==> config.mk <==
export PLATFORM = sky130hd
export DESIGN_NAME = bram_rd_streamer
export DESIGN_NICKNAME = d
export VERILOG_FILES = /design/src/rtl/bram_rd_streamer.sv
export SDC_FILE = /design/constraint.sdc
export NUM_CORES = 1
export LEC_CHECK = 0
export ABC_CLOCK_PERIOD_IN_PS = 6250
export BUFFER_PORTS_ARGS = -buffer_cell sky130_fd_sc_hd__buf_2
export CAP_MARGIN = 20
export CORE_MARGIN = 1
export CORE_UTILIZATION = 25
export CTS_CLUSTER_DIAMETER = 30
export DETAILED_ROUTE_END_ITERATION = 16
export GPL_ROUTABILITY_DRIVEN = 0
export PLACE_DENSITY = 0.45
export SLEW_MARGIN = 15
export SYNTH_ARGS = -nofsm -noshare
export SYNTH_HDL_FRONTEND = slang
export SYNTH_SLANG_ARGS = --single-unit
==> constraint.sdc <==
create_clock -name clk -period 6.25 [get_ports clk]
set_input_delay 0.3125 -clock clk [delete_from_list [all_inputs] [get_ports clk]]
set_output_delay 0.3125 -clock clk [all_outputs]
set_load 0.005 [all_outputs]
==> src/rtl/bram_rd_streamer.sv <==
// bram_rd_streamer: burst read sequencer for a pipelined BRAM feeding a credit-guarded show-ahead skid FIFO
module bram_rd_streamer #(
    parameter int RD_ADDR_WDT = 10,
    parameter int DATA_WDT    = 64,
    parameter int RD_LAT      = 3,
    parameter int FIFO_DEPTH  = 8
) (
    input  logic                   clk,
    input  logic                   rst,
    input  logic                   clk_en,
    input  logic                   cmd_start,
    input  logic [RD_ADDR_WDT-1:0] cmd_base_addr,
    input  logic [RD_ADDR_WDT:0]   cmd_len,
    output logic                   cmd_ready,
    output logic                   busy,
    output logic                   done,
    output logic                   bram_rd_en,
    output logic [RD_ADDR_WDT-1:0] bram_rd_addr,
    input  logic [DATA_WDT-1:0]    bram_data_out,
    output logic [DATA_WDT-1:0]    m_data,
    output logic                   m_valid,
    input  logic                   m_ready,
    output logic                   m_last
);
    localparam int PW = $clog2(FIFO_DEPTH);
    localparam int CW = $clog2(FIFO_DEPTH + RD_LAT + 2);
    localparam logic [1:0] IDLE  = 2'd0;
    localparam logic [1:0] ISSUE = 2'd1;
    localparam logic [1:0] DRAIN = 2'd2;
    localparam logic [RD_ADDR_WDT:0] LEN_ONE = (RD_ADDR_WDT+1)'(1);

    if (FIFO_DEPTH < RD_LAT + 1) begin : g_depth_chk
        $fatal(1, "bram_rd_streamer: FIFO_DEPTH must be >= RD_LAT+1");
    end

    logic [1:0]             state;
    logic [RD_ADDR_WDT-1:0] addr, cur_addr;
    logic [RD_ADDR_WDT:0]   rem, cur_rem;
    logic [RD_LAT:0]        vld, tag;
    logic [DATA_WDT:0]      mem [FIFO_DEPTH];
    logic [PW-1:0]          wr_ptr, rd_ptr;
    logic [CW-1:0]          fifo_cnt, inflight_cnt;
    logic                   accept, credit, issue, push, pop;

    // vld[0] is the issued read itself; vld[RD_LAT] lines up with valid BRAM data
    always_comb begin
        inflight_cnt = '0;
        for (int i = 0; i <= RD_LAT; i++) inflight_cnt += CW'(vld[i]);
    end

    assign accept     = clk_en && state == IDLE && cmd_start;
    assign cur_addr   = accept ? cmd_base_addr : addr;
    assign cur_rem    = accept ? cmd_len : rem;
    assign credit     = fifo_cnt + inflight_cnt < CW'(FIFO_DEPTH);
    assign issue      = clk_en && cur_rem != '0 && (accept || (state == ISSUE && credit));
    assign push       = clk_en && vld[RD_LAT];
    assign pop        = clk_en && m_valid && m_ready;
    assign busy       = state != IDLE;
    assign cmd_ready  = !busy;
    assign bram_rd_en = vld[0];
    assign m_valid    = fifo_cnt != '0;
    assign {m_last, m_data} = m_valid ? mem[rd_ptr] : '0;

    always_ff @(posedge clk) begin
        if (rst) begin
            state        <= IDLE;
            addr         <= '0;
            rem          <= '0;
            vld          <= '0;
            tag          <= '0;
            bram_rd_addr <= '0;
            done         <= 1'b0;
        end else if (clk_en) begin
            vld   <= {vld[RD_LAT-1:0], issue};
            tag   <= {tag[RD_LAT-1:0], issue && cur_rem == LEN_ONE};
            done  <= (accept && cmd_len == '0) || (state == DRAIN && pop && m_last);
            state <= accept ? (cmd_len == '0 ? IDLE : cmd_len == LEN_ONE ? DRAIN : ISSUE)
                   : (issue && rem == LEN_ONE) ? DRAIN
                   : (state == DRAIN && pop && m_last) ? IDLE : state;
            if (issue) begin
                bram_rd_addr <= cur_addr;
                addr         <= cur_addr + RD_ADDR_WDT'(1);
                rem          <= cur_rem - LEN_ONE;
            end
        end
    end

    always_ff @(posedge clk) begin
        if (rst) begin
            wr_ptr   <= '0;
            rd_ptr   <= '0;
            fifo_cnt <= '0;
        end else begin
            if (push) begin
                mem[wr_ptr] <= {tag[RD_LAT], bram_data_out};
                wr_ptr      <= wr_ptr == PW'(FIFO_DEPTH - 1) ? '0 : wr_ptr + PW'(1);
            end
            if (pop) rd_ptr <= rd_ptr == PW'(FIFO_DEPTH - 1) ? '0 : rd_ptr + PW'(1);
            fifo_cnt <= fifo_cnt + CW'(push) - CW'(pop);
        end
    end
endmodule
==> results of run 1 <==
-- cells in the final DEF (no fill, tap or decap), drive strengths merged, types with 21 or more instances in the layout --
cell type and instances:
edfxtp 520, mux2i 80, nor2 117, nand2 57
dlygate4sd3 77, buf 197, inv 22, clkinv 55
nand3 21, mux4 130, a21oi 29, dfxtp 55
clkbuf 168
-- cells by family after synthesis --
kind of cell	count (synthesis)	share of synthesized area
AO/OA/AOI/OAI	98	0.0280
XOR/XNOR	4	0.00154
adder cells (fa/ha/maj)	16	0.00944
buffers and inverters	80	0.0150
flip-flops	575	0.733
multiplexers	211	0.164
AND/OR/NAND/NOR	249	0.0491
-- layout make-up --
| type | instances | share of cell area |
|---|---|---|
| clock buffer | 168 | 0.117 |
| antenna | 1 | 0.0000817 |
| tap | 1176 | 0.0480 |
| sequential | 575 | 0.546 |
| inverter | 15 | 0.00184 |
| clock inverter | 86 | 0.0340 |
| timing repair buffer | 274 | 0.0628 |
| multi-input combinational | 578 | 0.190 |
-- per-layer routing --
| layer | up-vias | track usage | part of all wire |
|---|---|---|---|
| met3 | 118 | 0.0364 | 0.048 |
| li1 | 5710 | - | - |
| met1 | 6523 | 0.152 | 0.42 |
| met4 | 6 | 0.0556 | 0.026 |
| met5 | - | 0 | 0.00069 |
| met2 | 285 | 0.217 | 0.50 |
-- worst paths after layout --
| path | startpoint | end | slack [ns] | depth (start not counted) |
|---|---|---|---|---|
| max reg2reg | state[0] | addr[2] | 2.03 | 9 |
| min reg2reg | bram_rd_addr[3] | bram_rd_addr[3] | 0.49 | 2 |
| max | state[0] | addr[2] | 2.03 | 9 |
| min | clk_en | wr_ptr[2] | 0.08 | 3 |
-- per-stage QoR --
stage | power, mW | cell area [sq um] | setup slack [ns] | std cells
4_1_cts | 12.7 | 30600 | 2.04 | 2870
6_report | 12.5 | 30600 | 2.03 | 2873
2_1_floorplan | 5.09 | 22800 | 0.124 | 1233
3_3_place_gp | 5.63 | 25100 | 1.85 | 2538
5_1_grt | 13.1 | 30600 | 1.74 | 2873
3_5_place_dp | 5.64 | 25200 | 1.80 | 2539
-- where the power goes --
part | internal, mW | switching [mW]
logic | 0.559 | 0.692
clock network | 4.69 | 2.27
registers | 4.24 | 0.0668
total | 9.49 | 3.03
-- critical path, stage by stage (launching register included) --
cell	delay [ns]
dfxtp_1	0.34
and4bb_2	0.76
mux2i_1	0.36
ha_1	0.35
or3b_1	0.44
or4_1	0.54
o211ai_2	0.12
or2_1	0.78
a22oi_1	0.21
a31oi_1	0.19
-- flip-flops by register name, summed over array words and instances, names as in the netlist, 2 cells and up, named ones only --
register,count
addr,10
bram_rd_addr,10
fifo_cnt,4
mem,520
rd_ptr,3
rem,11
state,2
tag,4
vld,4
wr_ptr,3
==> out/metrics.yaml, run 1 <==
drt_iter0_markers: 691
cp-start-kind: "flop"
grt_max_degree: 63
syn_area_sq_mm: 0.0228
pwr_density_cell_mw_per_mm2: 409
holdBufCountCts: 77
worst-setup-path-type: "reg2reg"
crit_fanout: 32
postCtsSetupBuffers: 0
cts-root-buf: "clkbuf_16"
rows: 110
synth_cell_types: 62
worst_setup_path_end_kind: "flop"
io_pins: 170
synth.most_common_cell: "edfxtp_1"
grt_pass1_vias: 14040
viasPerCell: 4.40
antenna_found_initial: 5
rsz0062_at_grt: "no"
die_w_um: 304
ys_ff_latch: 575
die_h_um: 304
routedWlPerCell_um: 20.2
maxCapViolCount: 0
synth-main-ff-cell: "edfxtp_1"
synth_edf_count: 520
yosys-top-cells-count: "520 x edfxtp_1, 130 x mux4_2, 117 x nor2_1"
irDropWorstVdd_mv: 0.259
synth.avg_cell_area_sq_um: 18.5
dpl.hpwl_um: 30600
yosysWarnings: 0
area.growth.synth_to_final_pct: 34.3
htreeDepth: 4
holdCritPathClass: "in2reg"
via_count: 12642
fmax_mhz: 237
grt_first_pass_wirelength_um: 87600
synth_nets: 1339
dieArea_sq_mm: 0.0924
clock_sinks: 575
yosysTopAreaCell: "edfxtp_1"
fin_crit_ns: 4.22
hold_viol_final: 0
clk_latency_ns: 0.71
fin_crit_sh: 0.675
cts_tree: "done"
track_usage: 0.128
fin_setup_tns_ns: 0
worstPathRequired_ns: 6.86
worst_pin_slew_ns: 0.964
fin_worst_skew_ns: 0.0251
cts.path.max_buffers: 3
drtPass1Iterations: 5
nFillCells: 8588
holdWs_ns: 0.0840
cts_repair_resize_count: 0
p_leak_nw: 10.2
synth_top_area_frac: 0.685
regArea_sq_mm: 0.0167
setup_viol: 0
relSlewSlack: 0.358
syn_inst: 1233
nets: 1688
ant_nets: 0
final_core_util: 0.340
io_buffers: 169
outcome: "completed"
synth_area_leaders: "edfxtp_1 68%, mux4_2 13%, dfxtp_1 4.8%"
drive_above_1_share: 0.329
multi_input_area_sq_mm: 0.00582
ys_seq_area_frac: 0.733
clk_pin_slew_ns: 0.04
postSynth.asyncResetShare: 0
cts_made_buffers: 138
arrival_ns: 4.83
wl_um: 58000
overflow: 0
coreArea_sq_mm: 0.0901
initial_utilization: 0.253
maxSlewViolCount: 0
drc: 0
Power figures use the tool's default switching activity.
==> run 2: changes to the inputs <==
--- a/config.mk
+++ b/config.mk
@@ -5,7 +5,7 @@
 export SDC_FILE = /design/constraint.sdc
 export NUM_CORES = 1
 export LEC_CHECK = 0
-export ABC_CLOCK_PERIOD_IN_PS = 6250
+export ABC_CLOCK_PERIOD_IN_PS = 4200
 export BUFFER_PORTS_ARGS = -buffer_cell sky130_fd_sc_hd__buf_2
 export CAP_MARGIN = 20
 export CORE_MARGIN = 1
@@ -13,7 +13,7 @@
 export CTS_CLUSTER_DIAMETER = 30
 export DETAILED_ROUTE_END_ITERATION = 16
 export GPL_ROUTABILITY_DRIVEN = 0
-export PLACE_DENSITY = 0.45
+export PLACE_DENSITY = 0.44
 export SLEW_MARGIN = 15
 export SYNTH_ARGS = -nofsm -noshare
 export SYNTH_HDL_FRONTEND = slang
==> constraint.sdc (replaced) <==
create_clock -name clk -period 4.2 [get_ports clk]
set_input_delay 0.21 -clock clk [delete_from_list [all_inputs] [get_ports clk]]
set_output_delay 0.21 -clock clk [all_outputs]
set_load 0.005 [all_outputs]
==> out/metrics.yaml, run 2 (synthesis results as in run 1) <==
grt_first_pass_wirelength_um: 88400
antenna_found_initial: 3
postCtsSetupBuffers: 0
routedWlPerCell_um: 20.1
dpl.hpwl_um: 33300
io_buffers: 169
met1_usage: 0.155
irDropWorstVdd_mv: 0.349
cts_repair_resize_count: 0
overflow: 0
min_to: "rem[5]"
p_sw_mw: 4.60
rows: 110
reg2reg_depth: 11
outcome: "completed"
placed_cells: 2554
fin_worst_skew_ns: 0.0331
drive_above_1_share: 0.336
layout_common_cells: "520 x edfxtp_1, 169 x buf_2, 152 x clkbuf_16"
initial_utilization: 0.253
htreeDepth: 4
worst-setup-path-type: "reg2reg"
die_h_um: 304
top_regs: "mem x520, rem x11"
nets: 1724
r2r-start: "state[0]"
met3_usage: 0.0388
p_comb_frac: 0.099
whs_path_depth: 5
track_usage: 0.129
holdCritPathClass: "in2reg"
pwr-share-clk: 0.574
p_leak_nw: 10.6
arrival_ns: 4.39
maxCapViolCount: 0
finalPower_mw: 19.6
viasPerCell: 4.39
cts_tree: "done"
area.growth.synth_to_final_pct: 37.9
p_sw_frac: 0.235
relSlewSlack: 0.327
dieArea_sq_mm: 0.0924
p_seq_frac: 0.327
clk_latency_ns: 0.71
top_register: "mem"
largest_reg_flops: 520
final_cells: 2919
fin_crit_ns: 3.84
wl_um: 58700
drt_iter0_markers: 616
cp-start-kind: "flop"
rr_endpoint: "addr[9]"
fin_crit_sh: 0.913
drc: 0
crit_fanout: 23
grt.met2_usage: 0.217
hold_viol_final: 0
clk_pin_slew_ns: 0.04
ant_nets: 0
die_w_um: 304
pwr_density_cell_mw_per_mm2: 624
maxSlewViolCount: 0
r2r_slack_ns: 0.36
worstPathRequired_ns: 4.76
worst_setup_path_end_kind: "flop"
cts_made_buffers: 149
intPower_mw: 15.0
clock_sinks: 575
holdBufCountCts: 89
fmax_mhz: 261
io_pins: 170
via_count: 12811
final_common_cell: "edfxtp_1"
cts.path.max_buffers: 3
grt_max_degree: 50
drtPass1Iterations: 4
coreArea_sq_mm: 0.0901
setup_viol: 0
hp-start: "cmd_len[5]"
grt_pass1_vias: 14130
antennaDiodeCount: 0
cts-root-buf: "clkbuf_16"
worst_pin_slew_ns: 1.01
grt.busiest_layer: "met2"
rsz0062_at_grt: "no"
[run 2: cell count changes in the layout (fill, tap and decap cells not counted)]
cell,before,now
clkbuf_1,28,18
clkinv_1,14,31
buf_12,3,19
clkinv_4,7,3
clkinv_16,4,1
nor3_4,1,2
clkinv_2,25,22
clkbuf_8,2,9
bufinv_16,14,18
dlygate4sd3_1,77,89
buf_16,3,0
nor3_2,2,1
clkbuf_16,138,152
diode_2,1,0
[run 2: worst max-delay path: stages, from the launching register on]
cell and delay (ns):
dfxtp_1 0.35, and4bb_2 0.39, mux2i_1 0.30, ha_1 0.35
or3b_1 0.43, or4_1 0.54, o211ai_2 0.12, nor2_2 0.22
buf_4 0.29, nand3_1 0.10, dlygate4sd3_1 0.56, a21oi_1 0.06
[run 2: stage by stage]
| stage | utilization | setup TNS [ns] | area, sq um | hold slack, ns | setup slack [ns] |
|---|---|---|---|---|---|
| after floorplan | - | -36.11 | 22800 | 0.309 | -0.261 |
| after global placement | 0.283 | 0 | 25500 | 0.468 | 0.870 |
| after detailed placement | 0.283 | 0 | 25500 | 0.482 | 0.850 |
| after CTS | 0.349 | 0 | 31400 | 0.0494 | 0.388 |
| after global routing | 0.349 | 0 | 31400 | 0.0840 | 0.200 |
| final | 0.349 | 0 | 31400 | 0.102 | 0.364 |
[run 2: metal layers]
metal | part of all wire | routed length [um] | vias to the layer above
met5 | 0.00043 | 25 | -
met1 | 0.43 | 25200 | 6601
met2 | 0.50 | 29300 | 283
met4 | 0.024 | 1390 | 4
met3 | 0.048 | 2790 | 120
li1 | - | - | 5803
[run 2: cell type report]
class	count	area, sq um
fillers	8486	58700
flip-flops and latches	575	16700
multi-input cells	578	5820
clock buffers	179	4000
repair buffers	299	2280
well taps	1176	1470
clock inverters	97	1090
inverters	15	56.3
[run 2: power by group through the flow]
| stage | clock network [mW] | registers (mW) | logic, mW |
|---|---|---|---|
| CTS | 11.5 | 6.42 | 2.02 |
| global placement | 0 | 6.51 | 1.93 |
| floorplan | 0 | 6.46 | 1.12 |
| global route | 11.8 | 6.42 | 2.16 |
| detailed placement | 0 | 6.51 | 1.94 |
| finish | 11.3 | 6.41 | 1.93 |
[run 2: worst max-delay path by stage]
stage,start,end,cells after the start
after floorplan,clk_en,mem[2][0],4
after global placement,state[0],addr[5],10
after detailed placement,state[0],addr[5],10
after CTS,state[0],addr[9],11
after global routing,state[0],addr[9],11
final,state[0],addr[9],11
==> run 3: changes to the inputs <==
--- a/config.mk
+++ b/config.mk
@@ -5,15 +5,16 @@
 export SDC_FILE = /design/constraint.sdc
 export NUM_CORES = 1
 export LEC_CHECK = 0
+export ABC_AREA = 1
 export ABC_CLOCK_PERIOD_IN_PS = 4200
 export BUFFER_PORTS_ARGS = -buffer_cell sky130_fd_sc_hd__buf_2
 export CAP_MARGIN = 20
+export CORE_ASPECT_RATIO = 0.75
 export CORE_MARGIN = 1
 export CORE_UTILIZATION = 25
 export CTS_CLUSTER_DIAMETER = 30
 export DETAILED_ROUTE_END_ITERATION = 16
 export GPL_ROUTABILITY_DRIVEN = 0
-export PLACE_DENSITY = 0.44
 export SLEW_MARGIN = 15
 export SYNTH_ARGS = -nofsm -noshare
 export SYNTH_HDL_FRONTEND = slang
==> out/metrics.yaml, run 3 <==
outcome: "completed"
cts_repair_resize_count: 0
synth_top_area_frac: 0.677
nets: 2282
worst-setup-path-type: "reg2out"
cp-start-kind: "flop"
wl_um: 57700
worst_pin_slew_ns: 1.07
reg2reg_depth: 11
arrival_ns: 3.25
fin_worst_skew_ns: 0.0185
ys_seq_area_frac: 0.725
clk_latency_ns: 0.67
r2r_slack_ns: 1.41
dpl.hpwl_um: 29300
fin_setup_tns_ns: 0
drt_iter0_markers: 1133
yosysWarnings: 0
top_register: "mem"
maxSlewViolCount: 0
final_core_util: 0.328
cp-endpoint: "m_data[23]"
top_regs: "mem x520, rem x11"
yosysTopAreaCell: "edfxtp_1"
holdCritPathClass: "in2reg"
syn_area_sq_mm: 0.0231
ys_ff_latch: 575
maxCapViolCount: 0
fin_crit_ns: 3.46
crit_fanout: 55
final_common_cell: "edfxtp_1"
cts_tree: "done"
clk_pin_slew_ns: 0.05
grt_max_degree: 157
die_h_um: 265
antennaDiodeCount: 0
postCtsSetupBuffers: 0
rsz0062_at_grt: "no"
pwr_density_cell_mw_per_mm2: 610
htreeDepth: 3
rr_endpoint: "addr[9]"
ant_nets: 0
coreArea_sq_mm: 0.0914
area.growth.synth_to_final_pct: 29.9
drive_above_1_share: 0.182
yosys-top-cells-count: "520 x edfxtp_1, 443 x nor2_1, 342 x o21ai_0"
synth_nets: 2021
grt_first_pass_wirelength_um: 88500
synth_cell_types: 43
io_buffers: 169
initial_utilization: 0.252
syn_inst: 1915
die_w_um: 353
fin_crit_sh: 0.823
irDropWorstVdd_mv: 0.469
rows: 96
viasPerCell: 4.42
cts-root-buf: "clkbuf_16"
holdBufCountCts: 85
worstPathRequired_ns: 3.99
nFillCells: 8998
track_usage: 0.123
setup_viol: 0
relSlewSlack: 0.287
grt_pass1_vias: 15240
synth-main-ff-cell: "edfxtp_1"
io_pins: 170
layout_common_cells: "520 x edfxtp_1, 435 x nor2_1, 342 x o21ai_0"
drc: 0
synth_edf_count: 520
worst_setup_path_end_kind: "primary output"
r2r-start: "state[1]"
routedWlPerCell_um: 16.5
cts.path.max_buffers: 3
dieArea_sq_mm: 0.0935
overflow: 0
clock_sinks: 575
synth.avg_cell_area_sq_um: 12.0
antenna_found_initial: 1
synth_area_leaders: "edfxtp_1 68%, o21ai_0 7.4%, nor2_1 7.2%"
largest_reg_flops: 520
p_leak_nw: 10.5
postSynth.asyncResetShare: 0
synth.most_common_cell: "edfxtp_1"
drtPass1Iterations: 5
fmax_mhz: 289
cts_made_buffers: 105
hold_viol_final: 0
via_count: 15416
run 3: cell count changes after synthesis, moves of 48 or more:
cell      previous run  this run
o22ai_1              3        64
nor2_1             117       443
a31oi_1             12        65
clkbuf_1            30        91
o21ai_0             10       342
nand2_1             57       105
mux4_2             130         0
mux2i_1             80         0
run 3: cells by family (layout without fill, tap and decap cells):
group | after synthesis | in the layout | share of synthesized area
and+or+nand+nor | 598 | 598 | 0.104
DFF | 575 | 575 | 0.725
AOI/OAI and AO/OA | 540 | 540 | 0.127
buffers and inverters | 176 | 524 | 0.0315
adders and majority gates | 16 | 16 | 0.00933
xor gates and xnor gates | 10 | 10 | 0.00380
run 3: worst min path at each step:
stage	from	to	slack (ns)	depth (start not counted)
3_3_place_gp	addr[4]	addr[4]	0.45	2
6_report	cmd_len[9]	rem[9]	0.10	6
4_1_cts	cmd_len[9]	rem[9]	0.007	6
2_1_floorplan	bram_data_out[0]	mem[0][0]	0.31	0
3_5_place_dp	addr[0]	addr[0]	0.45	2
5_1_grt	cmd_len[9]	rem[9]	0.07	6
run 3: final cells by class:
| class | instances | area [sq um] | share of cell area |
|---|---|---|---|
| clock inverters | 80 | 1120 | 0.0373 |
| clock buffers | 114 | 2660 | 0.0888 |
| flip-flops and latches | 575 | 16700 | 0.558 |
| multi-input cells | 1164 | 5690 | 0.190 |
| inverters | 54 | 215 | 0.00718 |
| well taps | 1225 | 1530 | 0.0512 |
| repair buffers | 276 | 2020 | 0.0676 |
run 3: report_power, final:
part	leakage, nW	switching, mW	internal, mW
combinational	3.59	1.91	1.04
clock	1.81	2.93	6.01
sequential	5.13	0.0820	6.32
total	10.5	4.92	13.4
run 3: critical path: stages (launching register included):
cell and delay (ns):
dfxtp_4 0.53, inv_4 0.63, buf_4 0.47, o21ai_0 0.16, o22ai_1 0.14, o21ai_0 0.13
a31oi_1 0.27, buf_2 0.17
run 3: metal layers:
metal / up-vias / GRT usage / wire length (um)
met1: 7407 / 0.164 / 26900
li1: 7502 / - / -
met2: 396 / 0.193 / 26400
met5: - / 0 / 13
met4: 2 / 0.0443 / 1310
met3: 109 / 0.0306 / 3130
run 3: through the flow:
| stage | setup WS [ns] | hold slack, ns | total power, mW | cells | cell area [sq um] |
|---|---|---|---|---|---|
| 2_1_floorplan | 0.163 | 0.309 | 8.17 | 1915 | 23100 |
| 3_3_place_gp | 1.38 | 0.448 | 9.44 | 3209 | 25300 |
| 3_5_place_dp | 1.34 | 0.450 | 9.45 | 3209 | 25300 |
| 4_1_cts | 0.651 | 0.00674 | 18.5 | 3488 | 30000 |
| 5_1_grt | 0.456 | 0.0730 | 19.1 | 3488 | 30000 |
| 6_report | 0.742 | 0.102 | 18.3 | 3488 | 30000 |
